===== config.mk =====
export PLATFORM = sky130hd
export DESIGN_NAME = operand_fetch_flat
export DESIGN_NICKNAME = d
export VERILOG_FILES = /design/src/rtl/operand_fetch_if.sv /design/src/rtl/operand_fetch.sv /design/src/flat_wrapper.sv
export SDC_FILE = /design/constraint.sdc
export NUM_CORES = 1
export LEC_CHECK = 0
export ABC_CLOCK_PERIOD_IN_PS = 2100
export CAP_MARGIN = 5
export CORE_MARGIN = 2
export CORE_UTILIZATION = 45
export DETAILED_ROUTE_END_ITERATION = 16
export PLACE_DENSITY = 0.8
export SLEW_MARGIN = 20
export SYNTH_ARGS = -nofsm -noshare
export SYNTH_HDL_FRONTEND = slang
export SYNTH_SLANG_ARGS = --single-unit
export TNS_END_PERCENT = 30

===== constraint.sdc =====
create_clock -name clk -period 2.1 [get_ports clk]
set_input_delay 0.42 -clock clk [delete_from_list [all_inputs] [get_ports clk]]
set_output_delay 0.42 -clock clk [all_outputs]
set_load 0.1 [all_outputs]

===== src/rtl/operand_fetch_if.sv =====
// operand_fetch_if: start/instruction/memory-read/result bundle between the fetch sequencer, memory and operand_fetch
interface operand_fetch_if #(
  parameter int ADDR_WIDTH = 6,
  parameter int DATA_WIDTH = 16
);
  logic                  start;
  logic [31:0]           ir;
  logic [DATA_WIDTH-1:0] mem_in;
  logic [ADDR_WIDTH-1:0] mem_addr;
  logic                  busy;
  logic                  done;
  logic                  illegal;
  logic [ADDR_WIDTH-1:0] dst_addr;
  logic [DATA_WIDTH-1:0] src1;
  logic [DATA_WIDTH-1:0] src2;
  modport master (
    output start, ir, mem_in,
    input  mem_addr, busy, done, illegal, dst_addr, src1, src2
  );
  modport slave (
    input  start, ir, mem_in,
    output mem_addr, busy, done, illegal, dst_addr, src1, src2
  );
endinterface


===== src/rtl/operand_fetch.sv =====
// operand_fetch: resolves instruction operands through memory (direct, or indirect when
// OPERAND_FETCH_INDIRECT_EN is defined) and hands dst_addr/src1/src2 to execute with a done strobe
module operand_fetch #(
  parameter int ADDR_WIDTH = 6,
  parameter int DATA_WIDTH = 16
) (
  input logic            clk,
  input logic            rst_n,
  operand_fetch_if.slave bus
);
`ifdef OPERAND_FETCH_INDIRECT_EN
  localparam bit IND_EN = 1'b1;
`else
  localparam bit IND_EN = 1'b0;
`endif
  typedef enum logic [2:0] {IDLE, ISSUE, WAIT, CAPTURE, DONE} state_t;
  state_t                r_state;
  logic [31:0]           r_ir;
  logic [5:0]            r_need;
  logic [2:0]            r_slot;
  logic [ADDR_WIDTH-1:0] r_ptr;
  logic [ADDR_WIDTH-1:0] r_mem_addr;
  logic [ADDR_WIDTH-1:0] r_dst_addr;
  logic [DATA_WIDTH-1:0] r_src1;
  logic [DATA_WIDTH-1:0] r_src2;
  logic                  r_busy;
  logic                  r_done;
  logic                  r_illegal;
  logic [5:0]            w_need_in;
  logic [5:0]            w_left;
  logic [3:0]            w_field;
  logic [ADDR_WIDTH-1:0] w_addr;
  logic [31:0]           w_fin_ir;
  logic                  w_fin;
  function automatic logic ind(input logic b);
    return IND_EN && b;
  endfunction
  function automatic logic is_alu(input logic [3:0] op);
    return op >= 4'd3 && op <= 4'd6;
  endfunction
  function automatic logic mov_imm(input logic [31:0] ir);
    return ir[31:28] == 4'd0 && ir[19:16] == 4'b1000;
  endfunction
  function automatic logic a_dst(input logic [3:0] op);
    return op <= 4'd1 || is_alu(op);
  endfunction
  // Read slots, bit order = fetch order: {C_val, C_ptr, B_val, B_ptr, A_val, A_ptr}
  function automatic logic [5:0] need_of(input logic [31:0] ir);
    logic a_src;
    logic b_src;
    logic c_src;
    a_src = ir[31:28] == 4'd2;
    b_src = is_alu(ir[31:28]) || (ir[31:28] == 4'd0 && !mov_imm(ir));
    c_src = is_alu(ir[31:28]);
    return {c_src, c_src && ind(ir[19]), b_src, b_src && ind(ir[23]),
            a_src, (a_dst(ir[31:28]) || a_src) && ind(ir[27])};
  endfunction
  function automatic logic [2:0] first_set(input logic [5:0] m);
    logic [2:0] f;
    f = 3'd0;
    for (int i = 5; i >= 0; i--) if (m[i]) f = 3'(i);
    return f;
  endfunction
  assign w_need_in = need_of(bus.ir);
  assign w_left    = r_need & ~(6'd1 << r_slot);
  assign w_field   = r_slot[2:1] == 2'd0 ? r_ir[27:24] : r_slot[2:1] == 2'd1 ? r_ir[23:20] : r_ir[19:16];
  // Pointer slots and direct value slots address the field itself; indirect value slots use the captured pointer
  assign w_addr    = (!r_slot[0] || !ind(w_field[3])) ? ADDR_WIDTH'(w_field[2:0]) : r_ptr;
  assign w_fin_ir  = r_state == IDLE ? bus.ir : r_ir;
  assign w_fin     = (r_state == IDLE && bus.start && w_need_in == 6'd0) || (r_state == CAPTURE && w_left == 6'd0);
  always_ff @(posedge clk or negedge rst_n) begin
    if (!rst_n) begin
      r_state    <= IDLE;
      r_ir       <= '0;
      r_need     <= '0;
      r_slot     <= '0;
      r_ptr      <= '0;
      r_mem_addr <= '0;
      r_dst_addr <= '0;
      r_src1     <= '0;
      r_src2     <= '0;
      r_busy     <= 1'b0;
      r_done     <= 1'b0;
      r_illegal  <= 1'b0;
    end else begin
      r_done <= 1'b0;
      case (r_state)
        IDLE: if (bus.start) begin
          r_ir       <= bus.ir;
          r_need     <= w_need_in;
          r_slot     <= first_set(w_need_in);
          r_dst_addr <= '0;
          r_src1     <= '0;
          r_src2     <= '0;
          r_illegal  <= 1'b0;
          r_busy     <= 1'b1;
          r_state    <= w_need_in != 6'd0 ? ISSUE : DONE;
        end
        ISSUE: begin
          r_mem_addr <= w_addr;
          r_state    <= WAIT;
        end
        WAIT: r_state <= CAPTURE;
        CAPTURE: begin
          if (!r_slot[0]) r_ptr <= bus.mem_in[ADDR_WIDTH-1:0];
          if (r_slot == 3'd0 && !r_need[1]) r_dst_addr <= bus.mem_in[ADDR_WIDTH-1:0];
          if (r_slot == 3'd1 || r_slot == 3'd3) r_src1 <= bus.mem_in;
          if (r_slot == 3'd5) r_src2 <= bus.mem_in;
          r_need  <= w_left;
          r_slot  <= first_set(w_left);
          r_state <= w_left != 6'd0 ? ISSUE : DONE;
        end
        DONE: begin
          r_busy  <= 1'b0;
          r_state <= IDLE;
        end
        default: r_state <= IDLE;
      endcase
      // Results that need no read are resolved on entry to DONE
      if (w_fin) begin
        r_done    <= 1'b1;
        r_illegal <= w_fin_ir[31];
        if (a_dst(w_fin_ir[31:28]) && !ind(w_fin_ir[27])) r_dst_addr <= ADDR_WIDTH'(w_fin_ir[26:24]);
        if (mov_imm(w_fin_ir)) r_src1 <= DATA_WIDTH'(w_fin_ir[15:0]);
      end
    end
  end
  assign bus.mem_addr = r_mem_addr;
  assign bus.busy     = r_busy;
  assign bus.done     = r_done;
  assign bus.illegal  = r_illegal;
  assign bus.dst_addr = r_dst_addr;
  assign bus.src1     = r_src1;
  assign bus.src2     = r_src2;
endmodule


===== src/flat_wrapper.sv =====
// flat-port wrapper written by rule: the top's interface ports become plain ports
module operand_fetch_flat 
#(
  parameter int ADDR_WIDTH = 6,
  parameter int DATA_WIDTH = 16
)
  (clk, rst_n, bus_start, bus_ir, bus_mem_in, bus_mem_addr, bus_busy, bus_done, bus_illegal, bus_dst_addr, bus_src1, bus_src2);
  operand_fetch_if #(.ADDR_WIDTH(ADDR_WIDTH), .DATA_WIDTH(DATA_WIDTH)) bus_i ();
  input logic clk;
  input logic rst_n;
  input wire logic [$bits(bus_i.start)-1:0] bus_start;
  input wire logic [$bits(bus_i.ir)-1:0] bus_ir;
  input wire logic [$bits(bus_i.mem_in)-1:0] bus_mem_in;
  output wire logic [$bits(bus_i.mem_addr)-1:0] bus_mem_addr;
  output wire logic [$bits(bus_i.busy)-1:0] bus_busy;
  output wire logic [$bits(bus_i.done)-1:0] bus_done;
  output wire logic [$bits(bus_i.illegal)-1:0] bus_illegal;
  output wire logic [$bits(bus_i.dst_addr)-1:0] bus_dst_addr;
  output wire logic [$bits(bus_i.src1)-1:0] bus_src1;
  output wire logic [$bits(bus_i.src2)-1:0] bus_src2;
  assign bus_i.start = bus_start;
  assign bus_i.ir = bus_ir;
  assign bus_i.mem_in = bus_mem_in;
  assign bus_mem_addr = bus_i.mem_addr;
  assign bus_busy = bus_i.busy;
  assign bus_done = bus_i.done;
  assign bus_illegal = bus_i.illegal;
  assign bus_dst_addr = bus_i.dst_addr;
  assign bus_src1 = bus_i.src1;
  assign bus_src2 = bus_i.src2;
  operand_fetch #(.ADDR_WIDTH(ADDR_WIDTH), .DATA_WIDTH(DATA_WIDTH)) u_core (.clk(clk), .rst_n(rst_n), .bus(bus_i));
endmodule

* Yosys cells after proc, flatten, opt, wreduce, memory -nomap -nowiden
Cells that the tools add are included. W data, S select, Z words.
Storage, ports and cells: output and inout port bits 47, bits of input ports 51, bits in registers 88
Operators by class: $lt $le $gt $ge 5, reductions and logical operators 33, multiplexer cells 39, equality and inequality tests 13, shifts and indexed selects 1, bitwise gates (word level) 2
Operator list (count):
- $mux W16 | 6
- $pmux W16 S2 | 2
- $mux W3 | 15
- $mux W32 | 1
- $mux W6 | 5
- $pmux W6 S2 | 2
- $logic_not A6 Y1 | 2
- $pmux W3 S4 | 1
- $reduce_bool A6 Y1 | 2
- $eq A3 B2 Y1 const B | 3
- $logic_and A1 B1 Y1 | 9
- $eq A4 B4 Y1 const B | 2
- $ge A4 B2 Y1 const B | 2
- $le A4 B3 Y1 const B | 2
- $logic_not A4 Y1 | 2
- $reduce_and A2 Y1 | 4
- $reduce_bool A2 Y1 | 4
- $and A6 B6 Y6 | 1
- $eq A3 B1 Y1 const B | 2
- $eq A3 B3 Y1 const B | 2
- $logic_not A3 Y1 | 2
- $not A6 Y6 | 1
- $pmux W3 S2 | 1
- $shl A1 B3 Y6 const A | 1
- other kinds (10) | 19

* Logic depth before layout (Yosys ltp)
Gate-level depths: netlist (run 1).
word-level depth 10, mapped depth 8, depth with buffers taken out 5

* Worst setup path before layout (run 1)
OpenSTA, ideal clock, no wires.
path kind register -> register, start register u_core.r_state[2], end register u_core.r_src1[5] (netlist: u_core.bus.src1[5]), stages on the path, launching flop included 7, arrival 2.112 ns, required time 2.021 ns, clock period less this slack 2.191 ns, setup slack -0.091 ns, cell sequence dfrtp_1 > buf_2 > nor3_2 > mux2_2 > a211oi_4 > buf_6 > mux2i_1
On the way: word-level cells in the longest chain between the ends 6
Ends and longest elaborated chain:
- start: declaration | RTL line operand_fetch.sv:17 | state_t r_state;
- start signal: assignment | RTL line operand_fetch.sv:97 | r_state <= w_need_in != 6'd0 ? ISSUE : DONE;
- start signal: assignment | RTL line operand_fetch.sv:111 | r_state <= w_left != 6'd0 ? ISSUE : DONE;
- $logic_not A3 Y1 | RTL line operand_fetch.sv:69, operand_fetch.sv:70, operand_fetch.sv:87
- $mux W32 | RTL line operand_fetch.sv:69 | assign w_fin_ir = r_state == IDLE ? bus.ir : r_ir;
- $eq A4 B4 Y1 or $logic_not A4 Y1 (tied branches) | RTL line operand_fetch.sv:42 | return ir[31:28] == 4'd0 && ir[19:16] == 4'b1000;
- $logic_and A1 B1 Y1 | RTL line operand_fetch.sv:42
- $mux W16 | RTL line operand_fetch.sv:124 | if (mov_imm(w_fin_ir)) r_src1 <= DATA_WIDTH'(w_fin_ir[15:0]);
- $mux W16 (*) | RTL line operand_fetch.sv:120 | if (w_fin) begin
- end signal: assignment | RTL line operand_fetch.sv:107 | if (r_slot == 3'd1 || r_slot == 3'd3) r_src1 <= bus.mem_in;
- end signal: assignment | RTL line operand_fetch.sv:124
- end: declaration | RTL line operand_fetch.sv:24 | logic [DATA_WIDTH-1:0] r_src1;
Mark *: on every way between the ends. The rest lies on a longest branch, timed or not. A chain may end at the register's enable or synchronous reset.

* Final worst setup path (run 1)
start register u_core.r_slot[0], end register u_core.r_src1[9] (netlist: u_core.bus.src1[9])
On the way: word-level cells in the longest chain between the ends 7
Ends and longest elaborated chain:
- start: declaration | RTL line operand_fetch.sv:20 | logic [2:0] r_slot;
- start signal: assignment | RTL line operand_fetch.sv:91 | r_slot <= first_set(w_need_in);
- start signal: assignment | RTL line operand_fetch.sv:110 | r_slot <= first_set(w_left);
- parallel branches: the longest is 6 deep, another holds $mux W16
- $mux W16 (*) | RTL line operand_fetch.sv:120
Mark *: on every way between the ends.

==> flow_metrics.py, run 1 <==
metrics = {
    "layout": {
        "flow.area_growth_from_synthesis_pct": 33.2,
        "final_area_um2": 5590,
        "final_layout_size_suffix_gt1_share_pct": 21.8,
        "final_cell_mix": "111 x sky130_fd_sc_hd__nand2_1, 85 x sky130_fd_sc_hd__dfrtp_1, 79 x sky130_fd_sc_hd__buf_4, 47 x sky130_fd_sc_hd__clkdlybuf4s50_1, 41 x sky130_fd_sc_hd__mux2i_1",
        "fin_nets": 592,
        "antenna_cells": 0,
        "layout_commonest_cell": "sky130_fd_sc_hd__nand2_1",
    },
    "grt": {
        "grt_util_all_layers_pct": 22.0,
        "grt_first_pass_wirelength_um": 17400,
        "antenna_violations_before_repair": 0,
        "total_grt_overflow": 0,
        "grt_pass1_vias": 3484,
        "grt_max_degree": 87,
    },
    "min_path": {
        "holdCritPathClass": "in2async",
    },
    "drt": {
        "vias_per_cell": 5.31,
        "drt-total-wl_um": 10500,
        "number_of_remaining_drc_errors": 0,
        "route.antenna.remaining_nets": 0,
        "drt_pre_antenna_iters": 5,
        "routed_length_per_placed_instance_um": 16.0,
        "drt-initial-drc-count": 177,
        "detailroute.via_count": 3486,
    },
    "sta": {
        "grt_setup_unrepaired": "yes",
        "final.setup.tns_ns": 0,
        "fin_crit_sh_pct": 98.7,
        "setup_violations": 0,
        "fmax_ghz": 0.482,
        "final_critical_path_time_including_i_o_delays_and_setup_ns": 2.07,
        "final_hold_viol_count": 0,
        "fin_skew_ns": 0.0133,
        "drv_slew": 0,
        "setup_ws_ns": 0.0272,
    },
    "placement": {
        "final_wtd_congestion": 0.849,
        "detailedPlace.worstSlack_ns": -0.325,
        "hpwlAfterDp_um": 7730,
        "port_buffer_count": 92,
        "post_dp_cell_area_um2": 5380,
    },
    "floorplanning": {
        "core-area_um2": 9150,
        "floorplan.initialDensity_pct": 45.8,
        "io_pins": 98,
        "die_area_um2": 10100,
        "die_width_um": 101,
        "floorplan.die.height_um": 101,
        "rows": 35,
    },
    "clock_network": {
        "cts_tree": "done",
        "cts_inserted_buffers": 9,
        "worst_setup_hold_path_clk_slew_ns": 0.10,
        "ctsLongestPathBuffers": 2,
        "h-tree-depth": 3,
        "clk_root_buffer_cell": "sky130_fd_sc_hd__clkbuf_8",
        "clock_insertion_delay_worst_skew_ns": 0.36,
        "tritoncts_sinks": 86,
        "hold_buffers": 0,
        "cts_setup_buffers": 0,
    },
    "critical_path": {
        "regToRegSetupSlack_ns": 0.03,
        "slowest_delay_ns": 0.48,
        "crit_path_end_kind": "flip-flop",
        "worstPathRequired_ns": 2.39,
        "timing.critical_path.fanout_max": 16,
        "critPathKind": "reg2reg",
        "path_cells": "mux2_4 > o32ai_4 > nand4_4 > a211oi_4 > buf_12 > mux2i_1",
        "worst_path_max_delay_cell": "sky130_fd_sc_hd__dfrtp_2",
        "cp-start-kind": "flip-flop",
        "cp_data_arrival_time_ns": 2.36,
    },
    "yosys": {
        "synth-edff-count": 0,
        "post_synth_instance_area_um2": 4190,
        "ys.warnings.count": 0,
        "syn-mean-instance-area_um2": 9.85,
        "synthFlopType": "sky130_fd_sc_hd__dfrtp_1",
        "ys_seq_elements": 86,
        "async_reset_ff_share_pct": 100,
        "yosysUniqueCellTypes": 49,
        "post_synth_inst_count": 426,
        "synth_seq_area_share_pct": 51.3,
    },
    "flow_run": {
        "drv_cap": 0,
    },
    "power": {
        "power.leakage_uw": 0.00270,
        "powerDensity_nw_per_um2": 1490,
        "highest_ir_drop_seen_on_vdd_uv": 588,
    },
    "status": {
        "status": "finished, final reports clean",
    },
}
==> through the flow <==
step | util, % | power, uW | hold slack (ns) | cells
after floorplan | - | 5930 | 0.124 | 428
after global placement | 58.8 | 7080 | 0.456 | 641
after detailed placement | 58.8 | 7200 | 0.461 | 641
after CTS | 60.8 | 8330 | 0.102 | 657
after global routing | 61.0 | 8820 | 0.105 | 657
final | 61.0 | 8320 | 0.0742 | 657
==> path summary, 6_finish.rpt <==
kind,start,endpoint,cells past startpoint
setup / recovery,u_core.r_slot[0],u_core.bus.src1[9],6
hold / removal,rst_n,u_core.bus.src1[9],2
setup reg to reg,u_core.r_slot[0],u_core.bus.src1[9],6
hold reg to reg,u_core.r_ir[9],u_core.r_ir[9],2
max in group asynchronous,rst_n,u_core.r_slot[0],2
min in group clk,u_core.r_ir[9],u_core.r_ir[9],2
==> report_power, final <==
part           switching [uW]  total, uW  internal, uW
registers                 375       2590          2220
logic                    3110       4600          1490
clock network             667       1120           455
==> final cells by class <==
type / count / area, um^2
fill: 753 / 3570
sequential: 86 / 2150
multi-input combinational: 308 / 1940
timing repair buffer: 130 / 1140
tap: 111 / 139
clock buffer: 9 / 124
clock inverter: 7 / 62.6
inverter: 6 / 22.5
==> layer usage <==
layer	wire length [um]	share of wire, %	track usage (%)
met1	4790	46	30.8
met2	5080	48	35.7
met3	479	4.6	3.81
met4	167	1.6	5.37
met5	0	0	0
==> synth_stat cells (all sizes together), types with 3 or more instances <==
cell / n / area, um^2
a21oi: 28 / 144
a22o: 17 / 149
a22oi: 4 / 30.0
a31oi: 4 / 25.0
and3: 16 / 100
buf: 10 / 76.3
clkbuf: 18 / 67.6
dfrtp: 86 / 2150
inv: 6 / 22.5
mux2: 3 / 37.5
mux2i: 41 / 410
nand2: 111 / 417
nand2b: 3 / 26.3
nor2: 19 / 71.3
nor3: 8 / 45.0
nor3b: 4 / 30.0
nor4b: 3 / 26.3
o21ai: 13 / 65.1
or3: 4 / 25.0
xnor2: 4 / 35.0
==> logic make-up after synthesis <==
kind of cell	synth area share, %
and+or+nand+nor	20.2
DFF	51.3
buffers and inverters	3.97
muxes	10.7
other	0.0894
xor gates and xnor gates	0.835
AOI/OAI and AO/OA	12.9
==> state kept, by name, summed over array words and instances (netlist names), 3 cells and up <==
signal               cells
u_core.bus.dst_addr      6
u_core.bus.mem_addr      3
u_core.bus.src1         16
u_core.bus.src2         16
u_core.r_ir             30
u_core.r_need            6
u_core.r_slot            3
u_core.r_state           3
==> critical path, delay by kind of cell, from the launching register on <==
family                 cells  cell delay, ns
multiplexers               2            0.53
buffers and inverters      1            0.20
AND/OR/NAND/NOR            1            0.20
AO/OA/AOI/OAI              2            0.57
flip-flops                 1            0.48
==> what timing repair did <==
action | in CTS | in global routing
gates resized for setup | 1 | 3
endpoints found under the setup margin | 16 | 19
endpoints found under the hold margin | 0 | 0
gates cloned | 0 | 0
pin swaps | 0 | 2
Power figures use the tool's default switching activity.
==> run 2: changes to the inputs <==
- HOLD_SLACK_MARGIN: unset -> 0.12
==> run 2 against run 1 <==
Worst setup slack worse by 0.0050 ns. Largest cell class unchanged. Cell area is 0.18% higher. Sequential power hardly changed. Largest power group unchanged. Highest routed layer unchanged. Critical path type unchanged. Global-route usage about the same. Utilization grew 0.11 points. Combinational power hardly changed. Fmax decreased by 0.24%.
==> flow_metrics.py, run 2 (synthesis gave the netlist of run 1 again) <==
metrics = {
    "status": {
        "status": "finished, final reports clean",
    },
    "min_path": {
        "worstHoldPathCells": 2,
        "min_delay_worst_endpoint": "u_core.r_ir[9]",
        "holdCritPathClass": "reg2reg",
        "worst_hold_startpoint": "u_core.r_ir[9]",
    },
    "drt": {
        "detailroute.via_count": 3511,
        "drt_pre_antenna_iters": 4,
        "vias_per_cell": 5.34,
        "route.antenna.remaining_nets": 0,
        "number_of_remaining_drc_errors": 0,
        "routed_length_per_placed_instance_um": 16.1,
        "drt-initial-drc-count": 181,
        "drt-total-wl_um": 10600,
    },
    "grt": {
        "total_grt_overflow": 0,
        "grt_util_all_layers_pct": 22.0,
        "gr_util_met3_pct": 3.81,
        "grt_first_pass_wirelength_um": 17400,
        "antenna_violations_before_repair": 0,
        "grt-busiest-layer": "met2",
        "grt_max_degree": 87,
        "use_met1_pct": 30.8,
        "met2_track_usage_gr_pct": 35.8,
        "grt_pass1_vias": 3492,
    },
    "floorplanning": {
        "core-area_um2": 9150,
        "floorplan.initialDensity_pct": 45.8,
        "io_pins": 98,
        "die_width_um": 101,
        "floorplan.die.height_um": 101,
        "die_area_um2": 10100,
        "rows": 35,
    },
    "sta": {
        "setup_ws_ns": 0.0222,
        "grt_setup_unrepaired": "yes",
        "fin_crit_sh_pct": 98.9,
        "final.hold.worst_slack_ns": 0.480,
        "final_hold_viol_count": 0,
        "drv_slew": 0,
        "setup_violations": 0,
        "fin_skew_ns": 0.0144,
        "final_critical_path_time_including_i_o_delays_and_setup_ns": 2.08,
        "fmax_ghz": 0.481,
    },
    "layout": {
        "max_flop_register": "u_core.r_ir",
        "final_layout_size_suffix_gt1_share_pct": 21.8,
        "flow.area_growth_from_synthesis_pct": 33.4,
        "layout_commonest_cell": "sky130_fd_sc_hd__nand2_1",
        "fin_nets": 593,
        "antenna_cells": 0,
        "final_cell_mix": "111 x sky130_fd_sc_hd__nand2_1, 85 x sky130_fd_sc_hd__dfrtp_1, 79 x sky130_fd_sc_hd__buf_4, 47 x sky130_fd_sc_hd__clkdlybuf4s50_1, 41 x sky130_fd_sc_hd__mux2i_1",
        "largest_register_ffs": 30,
    },
    "critical_path": {
        "cp-start-kind": "flip-flop",
        "regToRegSetupSlack_ns": 0.02,
        "timing.critical_path.fanout_max": 16,
        "crit_path_end_kind": "flip-flop",
        "rr_worst_depth": 6,
        "worstPathRequired_ns": 2.39,
        "critPathKind": "reg2reg",
        "regToRegEndpoint": "u_core.bus.src1[9]",
        "cp_data_arrival_time_ns": 2.36,
        "worst_r2r_startpoint": "u_core.r_slot[0]",
    },
    "clock_network": {
        "tritoncts_sinks": 86,
        "clk_root_buffer_cell": "sky130_fd_sc_hd__clkbuf_8",
        "h-tree-depth": 3,
        "clock_insertion_delay_worst_skew_ns": 0.36,
        "worst_setup_hold_path_clk_slew_ns": 0.10,
        "cts_tree": "done",
        "cts_inserted_buffers": 9,
        "ctsLongestPathBuffers": 2,
    },
    "power": {
        "power.leakage_uw": 0.00270,
        "powerDensity_nw_per_um2": 1490,
        "highest_ir_drop_seen_on_vdd_uv": 588,
        "power.total_uw": 8330,
    },
    "placement": {
        "final_wtd_congestion": 0.849,
        "port_buffer_count": 92,
        "detailedPlace.worstSlack_ns": -0.325,
        "hpwlAfterDp_um": 7730,
    },
    "flow_run": {
        "drv_cap": 0,
    },
}
## run 2: cell types whose count changed in the layout (fill, tap and decap cells not counted), sizes merged
cell	delta
dlygate4sd3	+1
## run 2: area by class of cell
| cell class | instances | area, um^2 |
|---|---|---|
| multi-input combinational | 308 | 1940 |
| inverter | 6 | 22.5 |
| clock buffer | 9 | 124 |
| tap | 111 | 139 |
| timing repair buffer | 131 | 1150 |
| clock inverter | 7 | 62.6 |
| fill | 753 | 3560 |
| sequential | 86 | 2150 |
## run 2: routing by layer
metal	share of wire, %	vias to the layer above
met5	0	-
met4	1.4	0
met3	4.1	13
met2	48	104
met1	47	1693
li1	-	1701
## run 2: per-stage QoR
stage	setup TNS, ns	cells	utilization [%]	cell area (um^2)
after floorplan	0	428	-	4230
after global routing	-0.603	658	61.1	5600
final	0	658	61.1	5600
after global placement	-7.01	641	58.8	5380
after detailed placement	-9.11	641	58.8	5380
after CTS	-0.00818	658	60.9	5580
## run 2: worst max path at each step
stage	from	end	slack, ns	cells after the start
6_report	u_core.r_slot[0]	u_core.bus.src1[9]	0.02	6
5_1_grt	u_core.r_slot[0]	u_core.bus.src1[12]	-0.07	6
4_1_cts	u_core.r_slot[0]	u_core.bus.src1[9]	-0.008	6
3_5_place_dp	bus_ir[16]	u_core.bus.src1[9]	-0.32	7
3_3_place_gp	bus_ir[17]	u_core.bus.src1[8]	-0.24	7
2_1_floorplan	u_core.r_state[1]	u_core.bus.src2[10]	0.006	6
## run 2: timing repair
item	CTS	global route
hold buffers	1	0
hold endpoints to repair	77	0
pin swaps	0	2
setup buffers	0	0
resized for setup	1	3
setup endpoints to repair	16	19
## run 2: critical path: stages (launching register included)
cell,delay [ns]
sky130_fd_sc_hd__dfrtp_2,0.48
sky130_fd_sc_hd__mux2_4,0.33
sky130_fd_sc_hd__o32ai_4,0.29
sky130_fd_sc_hd__nand4_4,0.20
sky130_fd_sc_hd__a211oi_4,0.28
sky130_fd_sc_hd__buf_12,0.20
sky130_fd_sc_hd__mux2i_1,0.21
## run 2: power by group
part	switching (uW)	total (uW)	internal, uW
Clock	668	1120	455
Combinational	3120	4610	1490
Sequential	376	2590	2220
==> run 3: changes to the inputs <==
- ABC_CLOCK_PERIOD_IN_PS: 2100 -> 2350
- CORE_UTILIZATION: 45 -> 50
- PLACE_DENSITY: 0.8 -> 0.84
- clock period: 2.1 -> 2.35 ns (I/O delays scaled with it)
==> run 3 against run 2 <==
Cell area fell by 1.8%. Utilization rose by 6.1 points. Die area fell by 9.6%. Global-route usage rose by 1.8 points. Highest routed layer unchanged. Worst setup slack improved by 0.11 ns. Clock power fell by 4%. Routed wire length fell by 1.2%.
==> flow_metrics.py, run 3 (synthesis gave the netlist of run 1 again) <==
metrics = {
    "critical_path": {
        "worst_path_max_delay_cell": "sky130_fd_sc_hd__nor2_1",
        "cp_data_arrival_time_ns": 2.49,
        "slowest_delay_ns": 0.87,
        "rr_worst_depth": 4,
        "worstPathRequired_ns": 2.63,
        "regToRegSetupSlack_ns": 0.13,
        "timing.critical_path.fanout_max": 16,
        "regToRegEndpoint": "u_core.bus.src1[6]",
        "path_cells": "nand3b_1 > nor2_1 > a21oi_1 > mux2i_1",
        "cp-start-kind": "flip-flop",
        "critPathKind": "reg2reg",
        "worst_r2r_startpoint": "u_core.r_state[1]",
        "crit_path_end_kind": "flip-flop",
    },
    "sta": {
        "fin_skew_ns": 0.00781,
        "final_critical_path_time_including_i_o_delays_and_setup_ns": 2.22,
        "fin_crit_sh_pct": 94.3,
        "max_slew.worst_pin.slew_ns": 1.07,
        "setup_ws_ns": 0.135,
        "drv_slew": 0,
        "grt_setup_unrepaired": "no",
        "worst_slew_margin_rel_pct": 28.5,
        "final.hold.worst_slack_ns": 0.477,
        "fmax_ghz": 0.451,
        "setup_violations": 0,
        "final_hold_viol_count": 0,
    },
    "layout": {
        "fin_nets": 586,
        "final_layout_size_suffix_gt1_share_pct": 19.6,
        "flow.area_growth_from_synthesis_pct": 31.1,
        "largest_register_ffs": 30,
        "utilization_pct": 67.2,
        "layout_commonest_cell": "sky130_fd_sc_hd__nand2_1",
        "antenna_cells": 0,
        "final_cell_mix": "111 x sky130_fd_sc_hd__nand2_1, 86 x sky130_fd_sc_hd__dfrtp_1, 74 x sky130_fd_sc_hd__buf_4, 47 x sky130_fd_sc_hd__clkdlybuf4s50_1, 41 x sky130_fd_sc_hd__mux2i_1",
        "max_flop_register": "u_core.r_ir",
    },
    "min_path": {
        "holdCritPathClass": "reg2reg",
        "worstHoldPathCells": 2,
        "worst_hold_startpoint": "u_core.r_ir[15]",
        "min_delay_worst_endpoint": "u_core.r_ir[15]",
    },
    "floorplanning": {
        "rows": 33,
        "core-area_um2": 8180,
        "die_area_um2": 9140,
        "floorplan.die.height_um": 95.6,
        "die_width_um": 95.6,
        "floorplan.initialDensity_pct": 51.3,
        "io_pins": 98,
    },
    "clock_network": {
        "worst_setup_hold_path_clk_slew_ns": 0.09,
        "cts_tree": "done",
        "cts_setup_buffers": 0,
        "clk_root_buffer_cell": "sky130_fd_sc_hd__clkbuf_8",
        "ctsLongestPathBuffers": 2,
        "h-tree-depth": 3,
        "cts_inserted_buffers": 9,
        "clock_insertion_delay_worst_skew_ns": 0.35,
        "tritoncts_sinks": 86,
    },
    "drt": {
        "detailroute.via_count": 3617,
        "vias_per_cell": 5.61,
        "routed_length_per_placed_instance_um": 16.2,
        "route.antenna.remaining_nets": 0,
        "drt-total-wl_um": 10500,
        "drt-initial-drc-count": 233,
        "drt_pre_antenna_iters": 5,
        "number_of_remaining_drc_errors": 0,
    },
    "flow_run": {
        "drv_cap": 0,
    },
    "placement": {
        "detailedPlace.worstSlack_ns": -0.273,
        "final_wtd_congestion": 0.915,
        "hpwlAfterDp_um": 7800,
        "port_buffer_count": 92,
    },
    "grt": {
        "grt_util_all_layers_pct": 23.8,
        "grt_max_degree": 50,
        "total_grt_overflow": 0,
        "grt_first_pass_wirelength_um": 16600,
        "grt_pass1_vias": 3389,
        "antenna_violations_before_repair": 0,
    },
    "power": {
        "power.leakage_uw": 0.00265,
        "powerDensity_nw_per_um2": 1340,
        "highest_ir_drop_seen_on_vdd_uv": 500,
    },
    "status": {
        "status": "finished, final reports clean",
    },
}
## run 3: metrics by stage
step | instances | setup TNS [ns] | power (uW) | instance area (um^2)
after floorplan | 428 | 0 | 5260 | 4200
after global placement | 628 | -2.59 | 6200 | 5270
after global routing | 645 | 0 | 7800 | 5500
after CTS | 645 | 0 | 7390 | 5490
final | 645 | 0 | 7390 | 5500
after detailed placement | 628 | -4.32 | 6310 | 5270
## run 3: how the worst max path moves through the flow
stage	from	end	slack (ns)	depth (start not counted)
global route	u_core.r_slot[1]	u_core.bus.src1[1]	0.007	6
floorplan	u_core.r_state[2]	u_core.bus.src1[5]	0.16	6
global placement	bus_ir[17]	u_core.bus.src1[12]	-0.15	8
finish	u_core.r_state[1]	u_core.bus.src1[6]	0.13	4
detailed placement	bus_ir[17]	u_core.bus.src1[6]	-0.27	8
CTS	bus_ir[16]	u_core.bus.src1[6]	0.11	8
## run 3: final cells by class
cell class,instances,area (um^2)
Fill cell,624,2680
Sequential cell,86,2150
Multi-Input combinational cell,308,1910
Timing Repair Buffer,124,1080
Clock buffer,12,155
Tap cell,105,131
Clock inverter,4,53.8
Inverter,6,22.5
## run 3: worst max-delay path, delay by kind of cell (launching register included)
family	cells	cell delay (ns)
multiplexers	1	0.20
flip-flops	1	0.60
AO/OA/AOI/OAI	1	0.22
AND/OR/NAND/NOR	2	1.12
## run 3: power by group
group | internal [uW] | switching, uW | total [uW]
clock network | 554 | 526 | 1080
logic | 1230 | 2680 | 3910
registers | 1980 | 419 | 2400
total | 3760 | 3630 | 7390
## run 3: what timing repair did
action	CTS	global route
resized for setup	0	1
hold endpoints to repair	33	0
hold buffers	1	0
endpoints found under the setup margin	0	2
## run 3: per-layer routing
layer  part of all wire [%]  track usage, %
met5                      0               0
met4                    2.1            8.81
met3                    5.2            3.64
met2                     48            36.6
met1                     45            34.1
